## config.mk

```make
export PLATFORM = sky130hd
export DESIGN_NAME = dcache_miss_unit
export DESIGN_NICKNAME = d
export VERILOG_FILES = /design/src/rtl/dcache_miss_unit.sv
export SDC_FILE = /design/constraint.sdc
export NUM_CORES = 1
export LEC_CHECK = 0
export ABC_CLOCK_PERIOD_IN_PS = 2280
export CAP_MARGIN = 20
export CORE_AREA = 2 2 254 256
export CTS_BUF_LIST = sky130_fd_sc_hd__clkbuf_8 sky130_fd_sc_hd__clkbuf_16
export CTS_CLUSTER_DIAMETER = 200
export DETAILED_ROUTE_END_ITERATION = 10
export DIE_AREA = 0 0 256 258
export SYNTH_ARGS = -nofsm -noshare
export SYNTH_HDL_FRONTEND = slang
export SYNTH_SLANG_ARGS = --single-unit
```

## constraint.sdc

```tcl
create_clock -name clock -period 2.28 [get_ports clock]
set_clock_uncertainty 0.2 [all_clocks]
set_input_delay 0.456 -clock clock [delete_from_list [all_inputs] [get_ports clock]]
set_output_delay 0.456 -clock clock [all_outputs]
set_load 0.02 [all_outputs]
```

## src/rtl/dcache_miss_unit.sv

```systemverilog
// Data-cache miss unit.
// Accepts one line miss from the D$. If the victim is dirty, it first writes the
// victim back. It then fetches the new line. The fill (or an error) is returned
// as a one-cycle pulse. Every output is driven straight from a flop.
module dcache_miss_unit #(
  parameter int LINE_WIDTH = 128,
  parameter int ADDR_WIDTH = 32,
  parameter int CACHE_ID   = 1,
  parameter int TIMEOUT    = 256
) (
  input  logic                  clock,
  input  logic                  reset,
  // miss request from the D$
  input  logic                  miss_valid,
  output logic                  miss_ready,
  input  logic [ADDR_WIDTH-1:0] miss_addr,
  input  logic                  evict_dirty,
  input  logic [ADDR_WIDTH-1:0] evict_addr,
  input  logic [LINE_WIDTH-1:0] evict_data,
  // request towards the memory arbiter
  output logic                  req_valid_miss,
  output logic [ADDR_WIDTH-1:0] req_addr,
  output logic                  req_is_store,
  output logic [LINE_WIDTH-1:0] req_data,
  // shared response bus
  input  logic                  rsp_valid_miss,
  input  logic                  rsp_cache_id,
  input  logic                  rsp_bus_error,
  input  logic [LINE_WIDTH-1:0] rsp_data_miss,
  // completion towards the D$
  output logic                  fill_valid,
  output logic [ADDR_WIDTH-1:0] fill_addr,
  output logic [LINE_WIDTH-1:0] fill_data,
  output logic                  fill_error
);

  localparam logic [2:0] ST_IDLE      = 3'd0;
  localparam logic [2:0] ST_WB_REQ    = 3'd1;
  localparam logic [2:0] ST_WB_WAIT   = 3'd2;
  localparam logic [2:0] ST_FILL_REQ  = 3'd3;
  localparam logic [2:0] ST_FILL_WAIT = 3'd4;
  localparam logic [2:0] ST_RESP      = 3'd5;

  // The timer only has to reach TIMEOUT-1, so clog2(TIMEOUT) bits are enough.
  localparam int TW = (TIMEOUT > 2) ? $clog2(TIMEOUT) : 1;
  localparam logic [TW-1:0] TIMER_ZERO = {TW{1'b0}};
  localparam logic [TW-1:0] TIMER_ONE  = TW'(1'b1);
  localparam logic [TW-1:0] TIMER_MAX  = {TW{1'b1}};
  localparam logic [TW-1:0] TIMER_LAST = TW'(TIMEOUT - 1);

  localparam logic [LINE_WIDTH-1:0] ZERO_LINE = {LINE_WIDTH{1'b0}};
  localparam logic [ADDR_WIDTH-1:0] ZERO_ADDR = {ADDR_WIDTH{1'b0}};
  localparam logic                  OWN_ID    = CACHE_ID[0];

  logic [2:0]            state_r;
  logic [2:0]            next_state_s;
  logic [ADDR_WIDTH-1:0] miss_addr_r;
  logic [TW-1:0]         timer_r;

  logic                  rsp_match_s;
  logic                  timeout_s;
  logic                  in_wait_s;

  logic                  fill_error_s;
  logic [LINE_WIDTH-1:0] fill_data_s;

  logic [ADDR_WIDTH-1:0] req_addr_s;
  logic                  req_is_store_s;
  logic [LINE_WIDTH-1:0] req_data_s;

  logic                  miss_ready_r;
  logic                  req_valid_r;
  logic [ADDR_WIDTH-1:0] req_addr_r;
  logic                  req_is_store_r;
  logic [LINE_WIDTH-1:0] req_data_r;
  logic                  fill_valid_r;
  logic [ADDR_WIDTH-1:0] fill_addr_r;
  logic [LINE_WIDTH-1:0] fill_data_r;
  logic                  fill_error_r;

  // Qualify the response bus, the wait states and the timer expiry.
  always_comb begin
    rsp_match_s = rsp_valid_miss && (rsp_cache_id == OWN_ID);
    in_wait_s   = (state_r == ST_WB_WAIT) || (state_r == ST_FILL_WAIT);
    timeout_s   = in_wait_s && (timer_r == TIMER_LAST);
  end

  // Next-state logic plus the completion status to latch when moving to RESP.
  always_comb begin
    next_state_s = state_r;
    fill_error_s = 1'b0;
    fill_data_s  = ZERO_LINE;
    case (state_r)
      ST_IDLE: begin
        if (miss_valid) begin
          if (evict_dirty) begin
            next_state_s = ST_WB_REQ;
          end else begin
            next_state_s = ST_FILL_REQ;
          end
        end else begin
          next_state_s = ST_IDLE;
        end
      end
      ST_WB_REQ: begin
        next_state_s = ST_WB_WAIT;
      end
      ST_WB_WAIT: begin
        // A match takes priority over a timeout in the same cycle.
        if (rsp_match_s) begin
          if (rsp_bus_error) begin
            next_state_s = ST_RESP;
            fill_error_s = 1'b1;
          end else begin
            next_state_s = ST_FILL_REQ;
          end
        end else if (timeout_s) begin
          next_state_s = ST_RESP;
          fill_error_s = 1'b1;
        end else begin
          next_state_s = ST_WB_WAIT;
        end
      end
      ST_FILL_REQ: begin
        next_state_s = ST_FILL_WAIT;
      end
      ST_FILL_WAIT: begin
        if (rsp_match_s) begin
          next_state_s = ST_RESP;
          fill_error_s = rsp_bus_error;
          if (rsp_bus_error) begin
            fill_data_s = ZERO_LINE;
          end else begin
            fill_data_s = rsp_data_miss;
          end
        end else if (timeout_s) begin
          next_state_s = ST_RESP;
          fill_error_s = 1'b1;
        end else begin
          next_state_s = ST_FILL_WAIT;
        end
      end
      ST_RESP: begin
        next_state_s = ST_IDLE;
      end
      default: begin
        next_state_s = ST_IDLE;
      end
    endcase
  end

  // Build the request fields for the upcoming REQ cycle; otherwise hold them.
  always_comb begin
    req_addr_s     = req_addr_r;
    req_is_store_s = req_is_store_r;
    req_data_s     = req_data_r;
    if (next_state_s == ST_WB_REQ) begin
      req_addr_s     = evict_addr;
      req_is_store_s = 1'b1;
      req_data_s     = evict_data;
    end else if (next_state_s == ST_FILL_REQ) begin
      // A clean miss goes straight from IDLE, before miss_addr_r is loaded.
      if (state_r == ST_IDLE) begin
        req_addr_s = miss_addr;
      end else begin
        req_addr_s = miss_addr_r;
      end
      req_is_store_s = 1'b0;
      req_data_s     = ZERO_LINE;
    end else begin
      req_addr_s     = req_addr_r;
      req_is_store_s = req_is_store_r;
      req_data_s     = req_data_r;
    end
  end

  // State register.
  always_ff @(posedge clock or negedge reset) begin
    if (!reset) begin
      state_r <= ST_IDLE;
    end else begin
      state_r <= next_state_s;
    end
  end

  // Capture the line address of an accepted miss for the fill and the report.
  always_ff @(posedge clock or negedge reset) begin
    if (!reset) begin
      miss_addr_r <= ZERO_ADDR;
    end else if ((state_r == ST_IDLE) && miss_valid) begin
      miss_addr_r <= miss_addr;
    end else begin
      miss_addr_r <= miss_addr_r;
    end
  end

  // Response timer. It is cleared in each REQ cycle, which is always the cycle
  // just before a WAIT state. It counts non-matching WAIT cycles and saturates.
  always_ff @(posedge clock or negedge reset) begin
    if (!reset) begin
      timer_r <= TIMER_ZERO;
    end else if ((state_r == ST_WB_REQ) || (state_r == ST_FILL_REQ)) begin
      timer_r <= TIMER_ZERO;
    end else if (in_wait_s && !rsp_match_s && (timer_r != TIMER_MAX)) begin
      timer_r <= timer_r + TIMER_ONE;
    end else begin
      timer_r <= timer_r;
    end
  end

  // Registered request outputs. The valid signal pulses for one cycle, and the
  // fields hold until the next request.
  always_ff @(posedge clock or negedge reset) begin
    if (!reset) begin
      req_valid_r    <= 1'b0;
      req_addr_r     <= ZERO_ADDR;
      req_is_store_r <= 1'b0;
      req_data_r     <= ZERO_LINE;
    end else begin
      req_valid_r    <= (next_state_s == ST_WB_REQ) || (next_state_s == ST_FILL_REQ);
      req_addr_r     <= req_addr_s;
      req_is_store_r <= req_is_store_s;
      req_data_r     <= req_data_s;
    end
  end

  // Registered handshake and completion outputs. The status is latched on the
  // transition into RESP.
  always_ff @(posedge clock or negedge reset) begin
    if (!reset) begin
      miss_ready_r <= 1'b1;
      fill_valid_r <= 1'b0;
      fill_addr_r  <= ZERO_ADDR;
      fill_data_r  <= ZERO_LINE;
      fill_error_r <= 1'b0;
    end else begin
      miss_ready_r <= (next_state_s == ST_IDLE);
      fill_valid_r <= (next_state_s == ST_RESP);
      if (next_state_s == ST_RESP) begin
        fill_addr_r  <= miss_addr_r;
        fill_data_r  <= fill_data_s;
        fill_error_r <= fill_error_s;
      end else begin
        fill_addr_r  <= fill_addr_r;
        fill_data_r  <= fill_data_r;
        fill_error_r <= fill_error_r;
      end
    end
  end

  assign miss_ready     = miss_ready_r;
  assign req_valid_miss = req_valid_r;
  assign req_addr       = req_addr_r;
  assign req_is_store   = req_is_store_r;
  assign req_data       = req_data_r;
  assign fill_valid     = fill_valid_r;
  assign fill_addr      = fill_addr_r;
  assign fill_data      = fill_data_r;
  assign fill_error     = fill_error_r;

endmodule

```

* After elaboration in Yosys (flattened, before gate mapping) *
Cells that the tools add are included.
Widths: inputs -> output; s select.

cells by class
  reductions and logical operators = 13
  muxes and demuxes = 25
  equality and inequality tests = 9
  $add $sub $neg = 1

operators by type and width
  kind                 number
  $mux 128             5
  $mux 32              3
  $mux 8               2
  $pmux 3 s5           1
  $mux 3               4
  $eq 3x2->1 const B   3
  $add 8x1->8 const B  1
  $eq 8x8->1 const B   1
  $mux 1               8
  $ne 8x8->1 const B   1
  $eq 3x1->1 const B   2
  $eq 3x3->1 const B   2
  $logic_not 3->1      2
  $logic_and 1x1->1    5
  $reduce_bool 2->1    2
  $logic_or 1x1->1     3
  $mux 2               1
  $pmux 1 s2           1
  $logic_not 1->1      1

storage, ports and cells
  register bits = 368
  bits of input ports = 327
  output and inout bits = 325
  logic and storage cells = 60

* Depth between registers and ports, before layout *
Gate-level depths: netlist of the first run.

  depth in word-level cells = 9
  depth in mapped cells = 11
  mapped depth without buffers = 7

* Worst setup path before layout of the first run *
OpenSTA, ideal clock, no wires.

  kind = flip-flop to flip-flop
  start point = reg timer_r[0]
  end point = reg fill_addr_r[10] (netlist: fill_addr[10])
  stages on the path, launching flop included = 9
  library setup time = 0.125 ns
  period minus slack after synthesis = 2.161 ns
  required time = 1.955 ns
  path buffers = 2
  path slack = 0.119 ns
  arrival time = 1.837 ns
  path through = dfrtp_1 -> ha_1 -> nand3_1 -> nor4_1 -> a211o_1 -> buf_4 -> nand2_4 -> buf_2 -> mux2_2

on the way
  cells in the longest elaborated chain, start to end = 6
  elaborated cells on any way between the ends = 8
  those cells by class = eq/ne: 2; mux: 5; reduce/logical: 1

RTL lines
  element                           line      source
  from (decl)                       58        logic [TW-1:0] timer_r;
  from (signal assigned)            205       timer_r <= timer_r + TIMER_ONE;
  from (signal assigned)            207       timer_r <= timer_r;
  $eq 8x8->1 (*)                    85        timeout_s = in_wait_s && (timer_r == TIMER_LAST);
  $logic_and 1x1->1 (*)             85
  $mux 1 or $mux 3 (tied branches)  136, 117
  $mux 1 or $mux 3 (tied branches)  128, 110
  $pmux 3 s5 (*)                    93        case (state_r)
  $eq 3x3->1 (*)                    239       if (next_state_s == ST_RESP) begin
  to (signal assigned)              240       fill_addr_r <= miss_addr_r;
  to (signal assigned)              244       fill_addr_r <= fill_addr_r;
  to (decl)                         77        logic [ADDR_WIDTH-1:0] fill_addr_r;

Mark *: on every way between the ends. The rest lies on a longest branch, timed or not.
A chain may end at the register's enable or synchronous reset.

* Worst setup path after layout of the first run *
  start point = reg fill_data_r[120] (netlist: fill_data[120])
  end point = out fill_data[120]

RTL lines
  element                 line  source
  from (decl)             78    logic [LINE_WIDTH-1:0] fill_data_r;
  from (signal assigned)  241   fill_data_r <= fill_data_s;
  from (signal assigned)  245   fill_data_r <= fill_data_r;
  to (decl)               33    output logic [LINE_WIDTH-1:0] fill_data,

No word-level cell between the ends.

==> results of run 1 <==
cell type report:
class	count	area share
sequential	368	0.3791
timing repair buffer	734	0.3079
multi-input combinational	794	0.2138
clock buffer	52	0.04937
tap	855	0.04402
clock inverter	18	0.004736
inverter	7	0.001184
metrics by stage:
stage | area (sq um) | instances
after floorplan | 14910 | 1286
after global placement | 22920 | 2756
after detailed placement | 22920 | 2756
after CTS | 24230 | 2827
after global routing | 24300 | 2828
final | 24300 | 2828
synth_stat cells (5+ instances only):
cell type / number / area [sq um]
sky130_fd_sc_hd__dfrtp_1: 367 / 9184
sky130_fd_sc_hd__o21ai_0: 277 / 1386
sky130_fd_sc_hd__nand2_1: 133 / 499.2
sky130_fd_sc_hd__a22o_1: 129 / 1130
sky130_fd_sc_hd__clkbuf_1: 64 / 240.2
sky130_fd_sc_hd__mux2_2: 64 / 720.7
sky130_fd_sc_hd__buf_2: 40 / 200.2
sky130_fd_sc_hd__nor2_1: 40 / 150.1
sky130_fd_sc_hd__a211oi_1: 32 / 240.2
sky130_fd_sc_hd__nor2b_1: 32 / 200.2
sky130_fd_sc_hd__o31ai_2: 30 / 375.4
sky130_fd_sc_hd__o21ai_1: 14 / 70.07
sky130_fd_sc_hd__buf_6: 6 / 67.56
sky130_fd_sc_hd__inv_1: 5 / 18.77
sky130_fd_sc_hd__xnor2_1: 5 / 43.79
power breakdown:
part	switching, mW	leakage, nW	internal [mW]	total, mW
sequential	1.67	4.78	9.36	11.0
combinational	9.87	5.05	8.19	18.1
clock	2.72	0.685	3.81	6.53
registers in the layout, indices dropped and copies added (netlist names):
signal and flops:
fill_addr 32, fill_data 128, fill_error 1, fill_valid 1, miss_addr_r 32, miss_ready 1
req_addr 32, req_data 128, req_is_store 1, req_valid_miss 1, state_r 3, timer_r 8
layout by cell type (no fill, tap or decap), types with 3 or more instances in the layout:
cell type,count
sky130_fd_sc_hd__nor2b_1,32
sky130_fd_sc_hd__o31ai_2,30
sky130_fd_sc_hd__a21oi_1,3
sky130_fd_sc_hd__clkdlybuf4s50_1,608
sky130_fd_sc_hd__buf_4,54
sky130_fd_sc_hd__clkbuf_8,9
sky130_fd_sc_hd__o21ai_1,30
sky130_fd_sc_hd__a211oi_1,32
sky130_fd_sc_hd__nor2_1,40
sky130_fd_sc_hd__nor4_1,3
sky130_fd_sc_hd__buf_12,25
sky130_fd_sc_hd__a22o_1,129
sky130_fd_sc_hd__mux2_2,64
sky130_fd_sc_hd__o21ai_0,261
sky130_fd_sc_hd__clkbuf_16,43
sky130_fd_sc_hd__inv_1,11
sky130_fd_sc_hd__dfrtp_1,365
sky130_fd_sc_hd__buf_6,3
sky130_fd_sc_hd__dlygate4sd2_1,29
sky130_fd_sc_hd__xnor2_1,5
sky130_fd_sc_hd__clkinv_2,9
sky130_fd_sc_hd__nand2b_1,3
sky130_fd_sc_hd__nand2_1,133
sky130_fd_sc_hd__nand3_1,3
sky130_fd_sc_hd__dlymetal6s2s_1,12
metal layers:
| layer | routed length, um | vias up | global-route usage |
|---|---|---|---|
| li1 | - | 5911 | - |
| met1 | 24650 | 6516 | 0.2163 |
| met2 | 27950 | 429 | 0.2742 |
| met3 | 3538 | 113 | 0.04260 |
| met4 | 1853 | 4 | 0.06010 |
| met5 | 27 | - | 0 |
cells by family (layout without fill, tap and decap cells):
group / Yosys count / in the layout
adder cells (fa/ha/maj): 1 / 1
flip-flops: 368 / 368
AO/OA/AOI/OAI: 493 / 493
buffers and inverters: 124 / 811
XOR/XNOR: 6 / 6
multiplexers: 66 / 66
AND/OR/NAND/NOR: 228 / 228
worst min path at each step:
stage,end,slack [ps],cells past startpoint,start
6_report,fill_data[121],170,2,reset
2_1_floorplan,fill_addr[0],-40,0,reset
5_1_grt,fill_data[121],150,2,reset
3_3_place_gp,fill_data[121],130,1,reset
4_1_cts,fill_data[121],110,2,reset
3_5_place_dp,fill_data[121],130,1,reset
what timing repair did:
action / in CTS / in global routing
hold buffers: 1 / 0
setup buffers: 0 / 1
gates resized for setup: 32 / 36
pin swaps: 0 / 1
endpoints found under the setup margin: 189 / 135
endpoints found under the hold margin: 272 / 0
==> flow_summary.yaml, run 1 <==
placed_design:
  dp_worst_setup_slack_ps: -485.7
  detailed_place_hpwl_um: 43080
  routabilityCongestion: 0.8672
  place.port_buffers: 651
clock_tree:
  clkSinkCount: 368
  clock_tree.htree_level_count: 2
  clk_path_buf_depth: 3
  insertion_delay_to_the_later_sink_of_the_worst_skew_pair_ps: 550
  clkTransAtPathRegs_ps: 60
  tritoncts: "built"
  cts-root-buf: "sky130_fd_sc_hd__clkbuf_16"
  cts_made_buffers: 43
routing:
  drt-pass1-iter-count: 5
  routed-via-count: 12970
  vias_per_cell: 4.587
  post_drt_wl_per_cell_um: 20.51
  post_route_drc_violation_count: 0
  dr.first_iter.drc_count: 920
  wl_um: 58010
  antenna_left: 0
worst_setup_path:
  critical_path_buf_inv_count: 1
  crit_type: "reg -> out"
  critPathMaxStageDelay_ps: 640
  required_ps: 1620
  reg2reg_from: "state_r[2]"
  setup.worst_path.end_class: "output port"
  arrival_ps: 1590
  critPathSlowestCell: "sky130_fd_sc_hd__clkdlybuf4s50_1"
  path_max_fanout: 2
  cp_launch_point: "fill_data[120]"
  crit-reg2reg-capture: "req_addr[19]"
  crit_chain: "clkdlybuf4s50_1"
  worstRegToRegCells: 7
  critical_path_cell_count: 1
  worst-r2r-setup-slack_ps: 70
  worst_setup_path_start_kind: "register"
  setup.worst_path.end: "fill_data[120]"
  timing.critical_path.max_delay_family: "buffers and inverters"
synthesis:
  mapped_area_sq_um: 14910
  count_of_flip_flops_with_a_built_in_enable_after_synthesis: 0
  share_of_synthesized_area_occupied_by_flip_flops_and_latches: 0.6177
  post_synth_fa_ha_maj_area_fraction: 0.0008392
  synth_top_flop_cell: "sky130_fd_sc_hd__dfrtp_1"
  synthXorXnorAreaFrac: 0.003525
  yosys_reg_bits: 368
  yosys_warnings: 0
  synthesis.nets: 1614
  asyncSetResetFlopFracSynth: 1.000
  cell_count_after_synthesis: 1286
  syn_avg_cell_area_sq_um: 11.59
  synth_compound_gate_area_share: 0.2214
  post_synth_mux_area_share: 0.04968
  ys_types: 41
  dominant_combinational_cell_family_by_area_after_synthesis: "compound AO/OA/AOI/OAI gates"
  synthSimpleGateAreaFrac: 0.06798
timing:
  setup_violations: 0
  hold_viol_final: 0
  setup_tns_ps: 0
  min_period_over_period: 0.9831
  finalHoldWorstSlack_ps: 165.7
  min_period_ps: 2242
  rsz0062_at_grt: "false"
  final.setup.worst_slack_ps: 38.45
  timing.final.max_slew_violations: 0
  worst-slew-pin-transition_ps: 521.3
  slew_headroom: 0.6538
  max_freq_ghz: 0.4461
floorplanning:
  initial_utilization: 0.2342
  die_width_um: 256
  pin_count: 652
  fp.dieArea_sq_um: 66050
  standard_cell_core_area_sq_um: 63650
  die_height_um: 258
  rows: 93
global_route:
  pin_count_of_the_biggest_net_entering_global_routing: 88
  first_global_vias: 13360
  grt_first_pass_wirelength_um: 85980
  grtUsageTotal: 0.1681
  antenna_found_initial: 2
  grt_remaining_overflow: 0
run:
  maxCapViolCount: 0
finish:
  post_route_cells_drive_above_1_share: 0.1323
  final_core_utilization: 0.3818
  antennaDiodeCount: 0
  n_fill_cell: 6126
  layout.nets: 2276
  area_growth_from_synthesis_to_final_layout_pct: 63.01
  multi_input_comb_area_sq_um: 5195
  seqCellArea_sq_um: 9213
hold_path:
  worstHoldPathType: "in -> async"
run_status:
  outcome: "finished clean"
power:
  p_leak_nw: 10.52
  peak_vdd_ir_v: 0.0008243
  totalPowerFinal_mw: 35.61
  power.density_nw_per_um2: 1465
Note: power is estimated with default switching activity, not from simulation.
==> inputs of run 2 (changes only) <==
Settings changed: GPL_TIMING_DRIVEN from default to 0.
==> run 2 against run 1 <==
The flow now finishes with violations (negative setup slack); design area up 3.7%; critical path depth up 8; wire length up 11%; cell count up 2.9%; die area unchanged; hold slack better by 75 ps; flip-flop and latch count unchanged; core utilization up 1.4 points; critical path type is now reg -> reg; largest cell class unchanged.
==> flow_summary.yaml, run 2 (synthesized netlist as in run 1, its figures left out) <==
finish:
  post_route_cells_drive_above_1_share: 0.1624
  layout.nets: 2348
  postLayoutCellArea_sq_um: 25200
  most_frequent_standard_cell_in_the_layout_excluding_fill_and_tap_cells: "sky130_fd_sc_hd__clkdlybuf4s50_1"
  final_core_utilization: 0.3959
  area_growth_from_synthesis_to_final_layout_pct: 69.00
  most_frequent_cells_in_the_layout: "sky130_fd_sc_hd__clkdlybuf4s50_1 (588), sky130_fd_sc_hd__dfrtp_1 (363), sky130_fd_sc_hd__o21ai_0 (248)"
placed_design:
  dpl_cell_area_sq_um: 22580
  place.port_buffers: 651
  dp_worst_setup_slack_ps: -1322
  detailed_place_hpwl_um: 48340
  routabilityCongestion: 0.8811
routing:
  routed-via-count: 13510
  post_drt_wl_per_cell_um: 22.11
  dr.first_iter.drc_count: 956
  drt-pass1-iter-count: 5
  antenna_left: 0
  vias_per_cell: 4.645
  post_route_drc_violation_count: 0
  wl_um: 64320
timing:
  worst-slew-pin-transition_ps: 697.8
  timing.final.max_slew_violations: 0
  final.setup.worst_slack_ps: -34.42
  slew_headroom: 0.5348
  hold_viol_final: 0
  min_period_ps: 2314
  setup_tns_ps: -219.4
  rsz0062_at_grt: "true"
  setup_violations: 20
  max_freq_ghz: 0.4321
  min_period_over_period: 1.015
hold_path:
  worstHoldPathType: "in -> reg"
  whs_path_depth: 3
floorplanning:
  die_width_um: 256
  fp.dieArea_sq_um: 66050
  pin_count: 652
  rows: 93
  initial_utilization: 0.2342
  standard_cell_core_area_sq_um: 63650
  die_height_um: 258
power:
  peak_vdd_ir_v: 0.0006996
  power.density_nw_per_um2: 1474
  p_leak_nw: 11.17
run_status:
  failed_checks: "negative setup slack"
  outcome: "finished with violations"
clock_tree:
  insertion_delay_to_the_later_sink_of_the_worst_skew_pair_ps: 560
  clock_tree.htree_level_count: 2
  clkTransAtPathRegs_ps: 60
  clk_path_buf_depth: 3
  tritoncts: "built"
  clkSinkCount: 368
  cts-root-buf: "sky130_fd_sc_hd__clkbuf_16"
  cts_made_buffers: 44
global_route:
  pin_count_of_the_biggest_net_entering_global_routing: 117
  grt_remaining_overflow: 0
  grt_first_pass_wirelength_um: 94480
  antenna_found_initial: 5
  first_global_vias: 13950
  grtUsageTotal: 0.1882
worst_setup_path:
  crit_type: "reg -> reg"
  worstRegToRegCells: 9
  arrival_ps: 2550
  worst_setup_path_start_kind: "register"
  required_ps: 2510
  setup.worst_path.end_class: "register"
  path_max_fanout: 5
run:
  maxCapViolCount: 0
==> run 2: changes by cell type in the layout (fill, tap and decap cells not counted), moves of 12 or more <==
cell and change:
sky130_fd_sc_hd__clkbuf_2 +42, sky130_fd_sc_hd__buf_4 -31, sky130_fd_sc_hd__clkdlybuf4s50_1 -20, sky130_fd_sc_hd__buf_8 +15, sky130_fd_sc_hd__dlygate4sd2_1 +15, sky130_fd_sc_hd__clkbuf_4 +13
sky130_fd_sc_hd__o21ai_0 -13, sky130_fd_sc_hd__buf_16 +12, sky130_fd_sc_hd__buf_2 +12
==> run 2: path summary, 6_finish.rpt <==
kind / start / end / slack (ps)
worst max-delay path: timer_r[1] / fill_addr[20] / -30
worst min-delay path: evict_data[56] / req_data[56] / 240
worst max register to register: timer_r[1] / fill_addr[20] / -30
worst min register to register: req_addr[18] / req_addr[18] / 300
max in group asynchronous: reset / req_data[63] / 290
min in group asynchronous: reset / fill_data[120] / 260
==> run 2: worst max-delay path: stages (launching register included) <==
cell	delay [ps]
sky130_fd_sc_hd__dfrtp_1	390
sky130_fd_sc_hd__ha_2	210
sky130_fd_sc_hd__nand3_4	90
sky130_fd_sc_hd__nor4_4	40
sky130_fd_sc_hd__a211o_1	320
sky130_fd_sc_hd__buf_12	180
sky130_fd_sc_hd__nand2_8	120
sky130_fd_sc_hd__buf_12	150
sky130_fd_sc_hd__clkbuf_16	150
sky130_fd_sc_hd__mux2_2	320
==> run 2: metal layers <==
| metal | share of wire | GRT usage | wire (um) |
|---|---|---|---|
| met4 | 0.022 | 0.05019 | 1422 |
| met2 | 0.47 | 0.3006 | 30200 |
| met1 | 0.45 | 0.2569 | 28710 |
| met3 | 0.062 | 0.04289 | 3958 |
| met5 | 0.00053 | 0 | 34 |
==> run 2: layout make-up <==
cell class                      instances  area [sq um]
Antenna cell                            4         10.01
Buffer                                114         975.9
Clock buffer                           56          1289
Clock inverter                         20         96.34
Fill cell                            6123         38450
Inverter                                7         31.28
Multi-Input combinational cell        794          5249
Sequential cell                       368          9215
Tap cell                              855          1070
Timing Repair Buffer                  691          7261
==> run 2: metrics by stage <==
step | power (mW) | cells | hold slack, ps
final | 37.14 | 2909 | 240.7
after global placement | 28.85 | 2792 | 286.9
after floorplan | 19.99 | 1286 | -39.59
after global routing | 39.27 | 2906 | 211.5
after detailed placement | 29.11 | 2795 | 269.2
after CTS | 37.21 | 2901 | 191.8
==> run 2: timing repair <==
action / 4_1_cts / 5_1_grt
pin swaps: 61 / 23
endpoints found under the setup margin: 375 / 341
gates resized for setup: 234 / 83
hold buffers: 1 / 0
cloned: 13 / 4
hold endpoints to repair: 72 / 0
setup buffers: 17 / 4
==> run 2: power breakdown <==
part	total, mW	switching, mW	leakage [nW]	internal (mW)
Clock	6.78	2.84	0.741	3.95
Sequential	11.1	1.72	4.78	9.36
Combinational	19.3	10.5	5.65	8.79
Total	37.1	15.0	11.2	22.1
==> inputs of run 3 (changes only) <==
Settings changed: SETUP_SLACK_MARGIN from default to 0.05.
==> run 3 against run 2 <==
The flow still finishes with violations (negative setup slack); via count rose by 1.4%; design area rose by 5.7%; hold slack got worse by 4.3 ps; clock power barely moved.
==> flow_summary.yaml, run 3 (synthesized netlist as in run 1, its figures left out) <==
finish:
  n_fill_cell: 5962
  most_frequent_cells_in_the_layout: "sky130_fd_sc_hd__clkdlybuf4s50_1 (376), sky130_fd_sc_hd__dfrtp_1 (364), sky130_fd_sc_hd__dlymetal6s2s_1 (267)"
  postLayoutCellArea_sq_um: 26630
  most_frequent_standard_cell_in_the_layout_excluding_fill_and_tap_cells: "sky130_fd_sc_hd__clkdlybuf4s50_1"
  seqCellArea_sq_um: 9214
  multi_input_comb_area_sq_um: 5827
  area_growth_from_synthesis_to_final_layout_pct: 78.58
  post_route_cells_drive_above_1_share: 0.1934
  layout.nets: 2356
run_status:
  outcome: "finished with violations"
  failed_checks: "negative setup slack"
placed_design:
  dpl_cell_area_sq_um: 22580
  dp_worst_setup_slack_ps: -1322
  detailed_place_hpwl_um: 48340
  routabilityCongestion: 0.8811
  place.port_buffers: 651
routing:
  dr.first_iter.drc_count: 846
  routed-via-count: 13700
  post_route_drc_violation_count: 0
  vias_per_cell: 4.697
  wl_um: 65730
  post_drt_wl_per_cell_um: 22.54
  drt-pass1-iter-count: 5
  wl_met1_um: 29030
  antenna_left: 0
  met3WireLength_um: 3968
  highest_layer: "met5"
  wl_met2_um: 31110
global_route:
  grt_remaining_overflow: 0
  first_global_vias: 13860
  grtUsageTotal: 0.1871
  pin_count_of_the_biggest_net_entering_global_routing: 117
  grt_first_pass_wirelength_um: 93770
  antenna_found_initial: 4
power:
  power_switching_mw: 16.00
  sequentialPowerShare: 0.285
  peak_vdd_ir_v: 0.0006595
  power.density_nw_per_um2: 1459
  clock_power_share: 0.174
  internal_power_mw: 22.84
  combinationalPowerShare: 0.540
  totalPowerFinal_mw: 38.84
  swShare: 0.4120
  p_leak_nw: 15.05
worst_setup_path:
  required_ps: 2530
  crit_chain: "clkdlybuf4s50_1 > and2_1 > nor4_4 > a211o_1 > buf_6 > buf_12 > nand2_8 > buf_12 > buf_12 > mux2_2"
  path_max_fanout: 6
  critPathSlowestCell: "sky130_fd_sc_hd__clkdlybuf4s50_1"
  arrival_ps: 2600
  crit_path_frequent_cell: "sky130_fd_sc_hd__buf_12"
  critPathMaxStageDelay_ps: 490
  critical_path_buf_inv_count: 5
  worst_setup_path_start_kind: "input port"
  crit_type: "in -> reg"
  timing.critical_path.max_delay_family: "buffers and inverters"
  setup.worst_path.end_class: "register"
floorplanning:
  fp.dieArea_sq_um: 66050
  die_width_um: 256
  rows: 93
  pin_count: 652
  die_height_um: 258
  initial_utilization: 0.2342
  standard_cell_core_area_sq_um: 63650
timing:
  max_freq_ghz: 0.4262
  timing.final.max_slew_violations: 0
  hold_viol_final: 0
  worst-slew-pin-transition_ps: 667.2
  min_period_ps: 2346
  final.setup.worst_slack_ps: -66.35
  slew_headroom: 0.5552
  setup_violations: 138
  finalHoldWorstSlack_ps: 236.3
  rsz0062_at_grt: "true"
  min_period_over_period: 1.029
clock_tree:
  clk_path_buf_depth: 3
  clock_tree.htree_level_count: 2
  insertion_delay_to_the_later_sink_of_the_worst_skew_pair_ps: 570
  tritoncts: "built"
  clkSinkCount: 368
  cts_made_buffers: 44
  clkTransAtPathRegs_ps: 50
  cts-root-buf: "sky130_fd_sc_hd__clkbuf_16"
run:
  maxCapViolCount: 0
hold_path:
  worstHoldPathType: "in -> reg"
==> run 3: final timing paths <==
check	from	end	slack, ps	cells after the start
setup / recovery	rsp_cache_id	fill_addr[3]	-70	10
hold / removal	evict_data[96]	req_data[96]	240	3
setup reg to reg	timer_r[1]	fill_addr[3]	-60	10
hold reg to reg	req_data[96]	req_data[96]	290	2
max in group asynchronous	reset	req_data[1]	290	4
min in group asynchronous	reset	fill_data[124]	250	2
==> run 3: worst min-delay path, delay by kind of cell <==
family / cells / cell delay, ps
compound gates: 1 / 50
buf+inv: 1 / 390
simple gates: 1 / 60
==> run 3: final cells by class <==
| cell class | count | area share |
|---|---|---|
| clock inverters | 20 | 0.003618 |
| diodes | 3 | 0.0002820 |
| well taps | 855 | 0.04018 |
| clock buffers | 56 | 0.04840 |
| inverters | 7 | 0.001269 |
| repair buffers | 700 | 0.2998 |
| plain buffers | 113 | 0.04154 |
| multi-input cells | 794 | 0.2188 |
| flip-flops and latches | 368 | 0.3461 |
==> run 3: per-layer routing <==
| layer | vias up | GRT usage |
|---|---|---|
| met2 | 477 | 0.2998 |
| met1 | 6980 | 0.2550 |
| li1 | 6120 | - |
| met4 | 4 | 0.05133 |
| met5 | - | 0 |
| met3 | 114 | 0.04122 |
==> run 3: what timing repair did <==
action / CTS / global route
gates cloned: 5 / 12
resized for setup: 205 / 566
setup buffers: 24 / 4
endpoints found under the setup margin: 562 / 623
hold buffers: 1 / 0
hold endpoints to repair: 72 / 0
pin swaps: 26 / 70
==> run 3: power groups by stage <==
stage                     Combinational, mW  Sequential, mW  Clock (mW)
final                                  21.0            11.1        6.77
after floorplan                        6.25            13.7           0
after global placement                 17.8            11.0           0
after detailed placement               18.0            11.1           0
after CTS                              19.7            11.1        6.99
after global routing                   22.3            11.4        7.27
==> run 3: stage by stage <==
step / util / std cells / TNS (ps)
after CTS: 0.3906 / 2900 / -15580
after floorplan: - / 1286 / 0
final: 0.4183 / 2916 / -3254
after global placement: 0.3534 / 2792 / -6140560
after global routing: 0.4182 / 2913 / -19220
after detailed placement: 0.3548 / 2795 / -285400
==> RTL change 1 (config.mk and constraints of run 1) <==
Change the parameter `LINE_WIDTH` from 128 to 64.
--- a/src/rtl/dcache_miss_unit.sv
+++ b/src/rtl/dcache_miss_unit.sv
@@ -4,5 +4,5 @@
 // as a one-cycle pulse. Every output is driven straight from a flop.
 module dcache_miss_unit #(
-  parameter int LINE_WIDTH = 128,
+  parameter int LINE_WIDTH = 64,
   parameter int ADDR_WIDTH = 32,
   parameter int CACHE_ID   = 1,
Interface: changed (resized evict_data, fill_data, req_data and rsp_data_miss); port bits go from 652 to 396. The function was not compared with the original's and may differ.
==> RTL change 1 against run 1 <==
Total power fell by 35%; die area did not move; largest power group unchanged; sequential cell count fell by 128; critical path type is now flip-flop to flip-flop; routed wire length fell by 40%; worst setup slack got worse by 0.0029 ns; largest cell class unchanged; sequential power fell by 35%; final area fell by 33%; synthesized area fell by 36%.
==> RTL change 1: results (changes against run 1) <==
Outcome
  • Outcome: finished clean

Pwr
  • Leak: 7.007 nW (-33%)
  • Sequential power: 0.00720 W (-35%)
  • Gate power share: 50.4% (-0.3 points)
  • PnR Total Power: 0.02329 W (-35%)
  • Internal Power: 0.01471 W (-31%)
  • Worst VDD drop: 0.6620 mV (-20%)

Worst setup path
  • R2R setup slack: 0.04 ns (-0.03 ns)
  • Crit Path Category: flip-flop to flip-flop
  • CP max-delay cell: dfrtp_1
  • Reg2reg end: req_data[27]
  • Data arrival, critical path: 2.49 ns (+0.90 ns)
  • Max incr delay on CP: 0.35 ns (-0.29 ns)
  • Number of cells on the worst reg-to-reg path: 10 (+3)
  • Reg-to-Reg Start: timer_r[0]
  • Worst Setup SP: timer_r[0]
  • CP max FO: 23 (+21)
  • Delay-heaviest family, CP: compound AO/OA/AOI/OAI gates

Finish
  • Fill count: 6623 (+8.1%)
  • Final net count: 1321 (-42%)
  • Inverters: 4 (-3)
  • Final Non-Filler Cells: 1996 (-29%)
  • CLK BUF: 34 (-35%)
  • Share of post-route cells with drive strength above 1: 19.56% (+6.3 points)
  • Non-clk bufs: 464 (-37%)
  • #MultiIn Comb: 383 (-52%)
  • Layout clock area frac: 5.502% (+0.091 points)
  • Signal buf overhead: 30.17% (-0.62 points)
  • Final instance area: 0.01624 mm^2 (-33%)
  • Fraction of area in multi-input gates: 20.64% (-0.73 points)

Route
  • DR WL met2: 16.20 mm (-42%)
  • Vias: 7565 (-42%)
  • First DRT Iteration DRCs: 344 (-63%)
  • Met3 WL post-DR: 3.351 mm (-5.3%)

GRT
  • Vias in the first global route: 8007 (-40%)
  • Global Route met2 Usage: 15.98% (-11 points)
  • GR Layer Usage met3: 3.877% (-0.38 points)
  • GR Layer Usage met1: 11.52% (-10 points)
  • Tot GR Track Use: 9.649% (-7.2 points)
  • Number of antenna violations at the first check in global routing: 2 (unchanged)
  • Global-route wire length before repair: 49.78 mm (-42%)

Timing
  • Final WS setup: 0.03556 ns (-0.002895 ns)
  • Worst-Margin Slew: 0.5781 ns (+0.05683 ns)
  • Final hold slack: 0.2763 ns (+0.1106 ns)

Placement
  • Dpl cell area: 0.01492 mm^2 (-35%)
  • Dpl cells: 1930 (-30%)
  • # port buffers: 395 (-39%)
  • Pre-CTS setup slack: -0.5569 ns (-0.07114 ns)
  • Post-DP HPWL: 23.49 mm (-45%)
  • Global placement routability congestion: 0.8445 (-2.6%)

Logic synthesis
  • Main area contributors after synthesis: dfrtp_1 63%, a22o_1 12%, mux2_2 11%
  • Synth unique cells: 39 (-4.9%)
  • Cells after Synth: 678 (-47%)
  • Commonest cells in the netlist: 239 x dfrtp_1, 129 x a22o_1, 96 x mux2_2
  • Post-synthesis sequential area ratio: 63.15% (+1.4 points)

Clocking
  • # resized after CTS: 27 (-16%)
  • Worst-path clk slew: 0.06 ns (about the same)
  • Num CTS Buffers: 28 (-35%)
  • CTS HTree Levels: 1 (-1)
  • Post-CTS Setup Repair Bufs: 3 (+3)
==> RTL change 1: how the worst min path moves through the flow <==
stage                    end  cells after the start
2_1_floorplan   fill_addr[0]                      0
3_3_place_gp    req_is_store                      1
3_5_place_dp   fill_data[27]                      1
4_1_cts         req_data[29]                      2
5_1_grt         req_data[22]                      2
6_report       fill_data[21]                      2
==> RTL change 1: logic make-up (layout without fill, tap and decap cells) <==
| logic type | count (synthesis) | in the layout | share of synthesized area [%] |
|---|---|---|---|
| adder cells (fa/ha/maj) | 1 | 1 | 0.1315 |
| other | 0 | 1 | 0 |
| buffers and inverters | 55 | 517 | 2.670 |
| XOR/XNOR | 6 | 6 | 0.5525 |
| AO/OA/AOI/OAI | 205 | 205 | 16.23 |
| multiplexers | 130 | 130 | 14.94 |
| AND/OR/NAND/NOR | 41 | 41 | 2.328 |
| flip-flops | 240 | 240 | 63.15 |
==> RTL change 2 (flow settings as in run 1) <==
Without the edit above. Make the reset (`reset`) synchronous in 5 clocked blocks.
--- a/src/rtl/dcache_miss_unit.sv
+++ b/src/rtl/dcache_miss_unit.sv
@@ -176,5 +176,5 @@
 
   // State register.
-  always_ff @(posedge clock or negedge reset) begin
+  always_ff @(posedge clock) begin
     if (!reset) begin
       state_r <= ST_IDLE;
@@ -185,5 +185,5 @@
 
   // Capture the line address of an accepted miss for the fill and the report.
-  always_ff @(posedge clock or negedge reset) begin
+  always_ff @(posedge clock) begin
     if (!reset) begin
       miss_addr_r <= ZERO_ADDR;
@@ -197,5 +197,5 @@
   // Response timer. It is cleared in each REQ cycle, which is always the cycle
   // just before a WAIT state. It counts non-matching WAIT cycles and saturates.
-  always_ff @(posedge clock or negedge reset) begin
+  always_ff @(posedge clock) begin
     if (!reset) begin
       timer_r <= TIMER_ZERO;
@@ -211,5 +211,5 @@
   // Registered request outputs. The valid signal pulses for one cycle, and the
   // fields hold until the next request.
-  always_ff @(posedge clock or negedge reset) begin
+  always_ff @(posedge clock) begin
     if (!reset) begin
       req_valid_r    <= 1'b0;
@@ -227,5 +227,5 @@
   // Registered handshake and completion outputs. The status is latched on the
   // transition into RESP.
-  always_ff @(posedge clock or negedge reset) begin
+  always_ff @(posedge clock) begin
     if (!reset) begin
       miss_ready_r <= 1'b1;
Formal check against the unedited RTL: differs if reset is asserted again (counterexample within 4 cycles, from zero or initial values and one cycle with reset low); with reset held inactive, the same outputs for 4 cycles.
==> RTL change 2 against run 1 <==
Final area shrank 8.3%; critical path depth is 6 higher; synthesized area down 14%; critical path type is now flip-flop to flip-flop; die area unchanged; sequential cell count did not move; global-route usage shrank 2.4 points; routed wire length is 13% lower; utilization shrank 3.2 points; largest cell class is now non-clock buffers; non-clock buffer count is the same; highest routed layer unchanged; sequential share of layout area down 4.8 points; worst setup slack gained 0.013 ns; via count down 7.8%.
Power is not compared: it rests on default switching activity, and its combinational part moved more than twofold at a synthesized area within 25%.
==> RTL change 2: results (changes against run 1) <==
Outcome
  • Outcome: finished clean

Placement
  • Global placement routability congestion: 0.8838 (+1.9%)
  • Post-DP HPWL: 37.25 mm (-14%)
  • Dpl cells: 2671 (-3.1%)
  • Dpl cell area: 0.02069 mm^2 (-9.7%)
  • Pre-CTS setup slack: -0.5350 ns (-0.04930 ns)

Worst setup path
  • CP max FO: 43 (+41)
  • Reg2reg end: fill_data[21]
  • Reg-to-Reg Start: state_r[1]
  • R2R setup slack: 0.05 ns (-0.02 ns)
  • Number of cells on the worst reg-to-reg path: 7 (unchanged)

Route
  • Met1 Wirelength: 18.79 mm (-24%)
  • DR WL met2: 25.05 mm (-10%)
  • Total iterations of the first detailed-routing run: 6 (+1)
  • Vias per inst: 4.335 (-5.5%)
  • First DRT Iteration DRCs: 740 (-20%)
  • Vias: 11960 (-7.8%)
  • Routed WL: 50.41 mm (-13%)
  • Met3 WL post-DR: 4.466 mm (+26%)

Finish
  • Share of post-route cells with drive strength above 1: 10.91% (-2.3 points)
  • Final net count: 2197 (-3.5%)

Clocking
  • Num CTS Buffers: 40 (-7.0%)
  • Worst-path clk slew: 0.06 ns (about the same)
  • CTS HTree Levels: 2 (unchanged)

Logic synthesis
  • Mapped Nets: 1526 (-5.5%)
  • Syn. warnings: 0 (unchanged)
  • Synth unique cells: 46 (+12%)
  • Post-synthesis sequential area ratio: 57.30% (-4.5 points)
  • Async set-reset flop share out of synthesis: 0% (-100 points)
  • Synthesized area per cell: 10.73 um^2 (-7.4%)
  • Commonest cells in the netlist: 368 x dfxtp_1, 178 x nor2_1, 128 x a22o_1, 128 x a22oi_1, 71 x nand2_1
  • Main area contributors after synthesis: dfxtp_1 57%, a22o_1 8.7%, a22oi_1 7.5%

Timing
  • Fin crit period: 2.229 ns (-0.01274 ns)
  • Worst-Margin Slew: 0.5843 ns (+0.06297 ns)

GRT
  • Largest net degree at the start of global routing: 69 (-22%)
  • Global-route wire length before repair: 73.64 mm (-14%)
  • Tot GR Track Use: 14.37% (-2.4 points)
  • Number of antenna violations at the first check in global routing: 14 (+12)

Hold path
  • Min-Delay Path Class: flip-flop to flip-flop
  • Worst hold stages: 1

Pwr
  • Worst VDD drop: around 0.44 mV
[RTL change 2: cell count changes after synthesis, sizes merged, moves of 32 or more]
cell,before,now
a211oi,32,0
a21oi,4,37
a22oi,0,128
dfrtp,367,0
dfxtp,0,368
mux2,64,32
mux2i,2,64
nand2,134,72
nor2,40,178
o21ai,291,8
o2bb2ai,0,33
o31ai,33,1
[RTL change 2: what timing repair did]
item,CTS,global route
pin swaps,0,7
setup buffers,5,4
gates cloned,1,3
resized for setup,40,24
endpoints found under the setup margin,183,282
[RTL change 2: kinds of logic after synthesis]
group | Yosys count | share of synthesized area [%]
simple gates | 276 | 8.789
fa+ha+maj | 1 | 0.09731
xor+xnor | 8 | 0.5450
flops | 368 | 57.30
mux | 96 | 7.786
compound gates | 340 | 20.71
buf+inv | 109 | 4.769
[RTL change 2: how the worst max path moves through the flow]
| stage | startpoint | end | cells past startpoint |
|---|---|---|---|
| after floorplan | state_r[2] | fill_data[100] | 10 |
| after detailed placement | rsp_valid_miss | req_data[104] | 9 |
| after global placement | rsp_valid_miss | req_data[107] | 9 |
| final | state_r[1] | fill_data[21] | 7 |
| after CTS | state_r[2] | req_data[7] | 9 |
| after global routing | state_r[1] | fill_data[72] | 7 |
[RTL change 2: power groups by stage]
stage	clock (W)	sequential, W	combinational [W]
3_5_place_dp	0	0.00717	0.00326
5_1_grt	0.00698	0.00708	0.00348
3_3_place_gp	0	0.00717	0.00323
6_report	0.00650	0.00704	0.00329
2_1_floorplan	0	0.00750	0.00114
4_1_cts	0.00675	0.00704	0.00330
[RTL change 2: critical path, cell delays in order (launching register included)]
cell      delay [ns]
dfxtp_2         0.38
or4b_4          0.54
o211ai_2        0.10
o211ai_1        0.17
buf_12          0.20
buf_12          0.17
a22oi_1         0.23
nor2_1          0.06
[RTL change 2: cell type report]
cell class,instances,area (um^2)
diodes,6,15.01
repair buffers,734,7516
clock inverters,24,206.4
multi-input cells,721,4984
fillers,6353,41350
clock buffers,47,1109
inverters,4,20.02
flip-flops and latches,368,7376
well taps,855,1070
[RTL change 2: per-layer routing]
| layer | track usage, % | vias up |
|---|---|---|
| met2 | 25.23 | 570 |
| met1 | 15.29 | 5599 |
| met3 | 5.084 | 103 |
| met4 | 7.180 | 6 |
| met5 | 0 | - |
| li1 | - | 5681 |
[RTL change 2: stage by stage]
| step | hold WS (ns) | utilization [%] |
|---|---|---|
| 2_1_floorplan | 0.2462 | - |
| 4_1_cts | 0.2266 | 34.78 |
| 6_report | 0.2614 | 35.03 |
| 5_1_grt | 0.2532 | 35.03 |
| 3_5_place_dp | 0.2454 | 32.51 |
| 3_3_place_gp | 0.2465 | 32.51 |
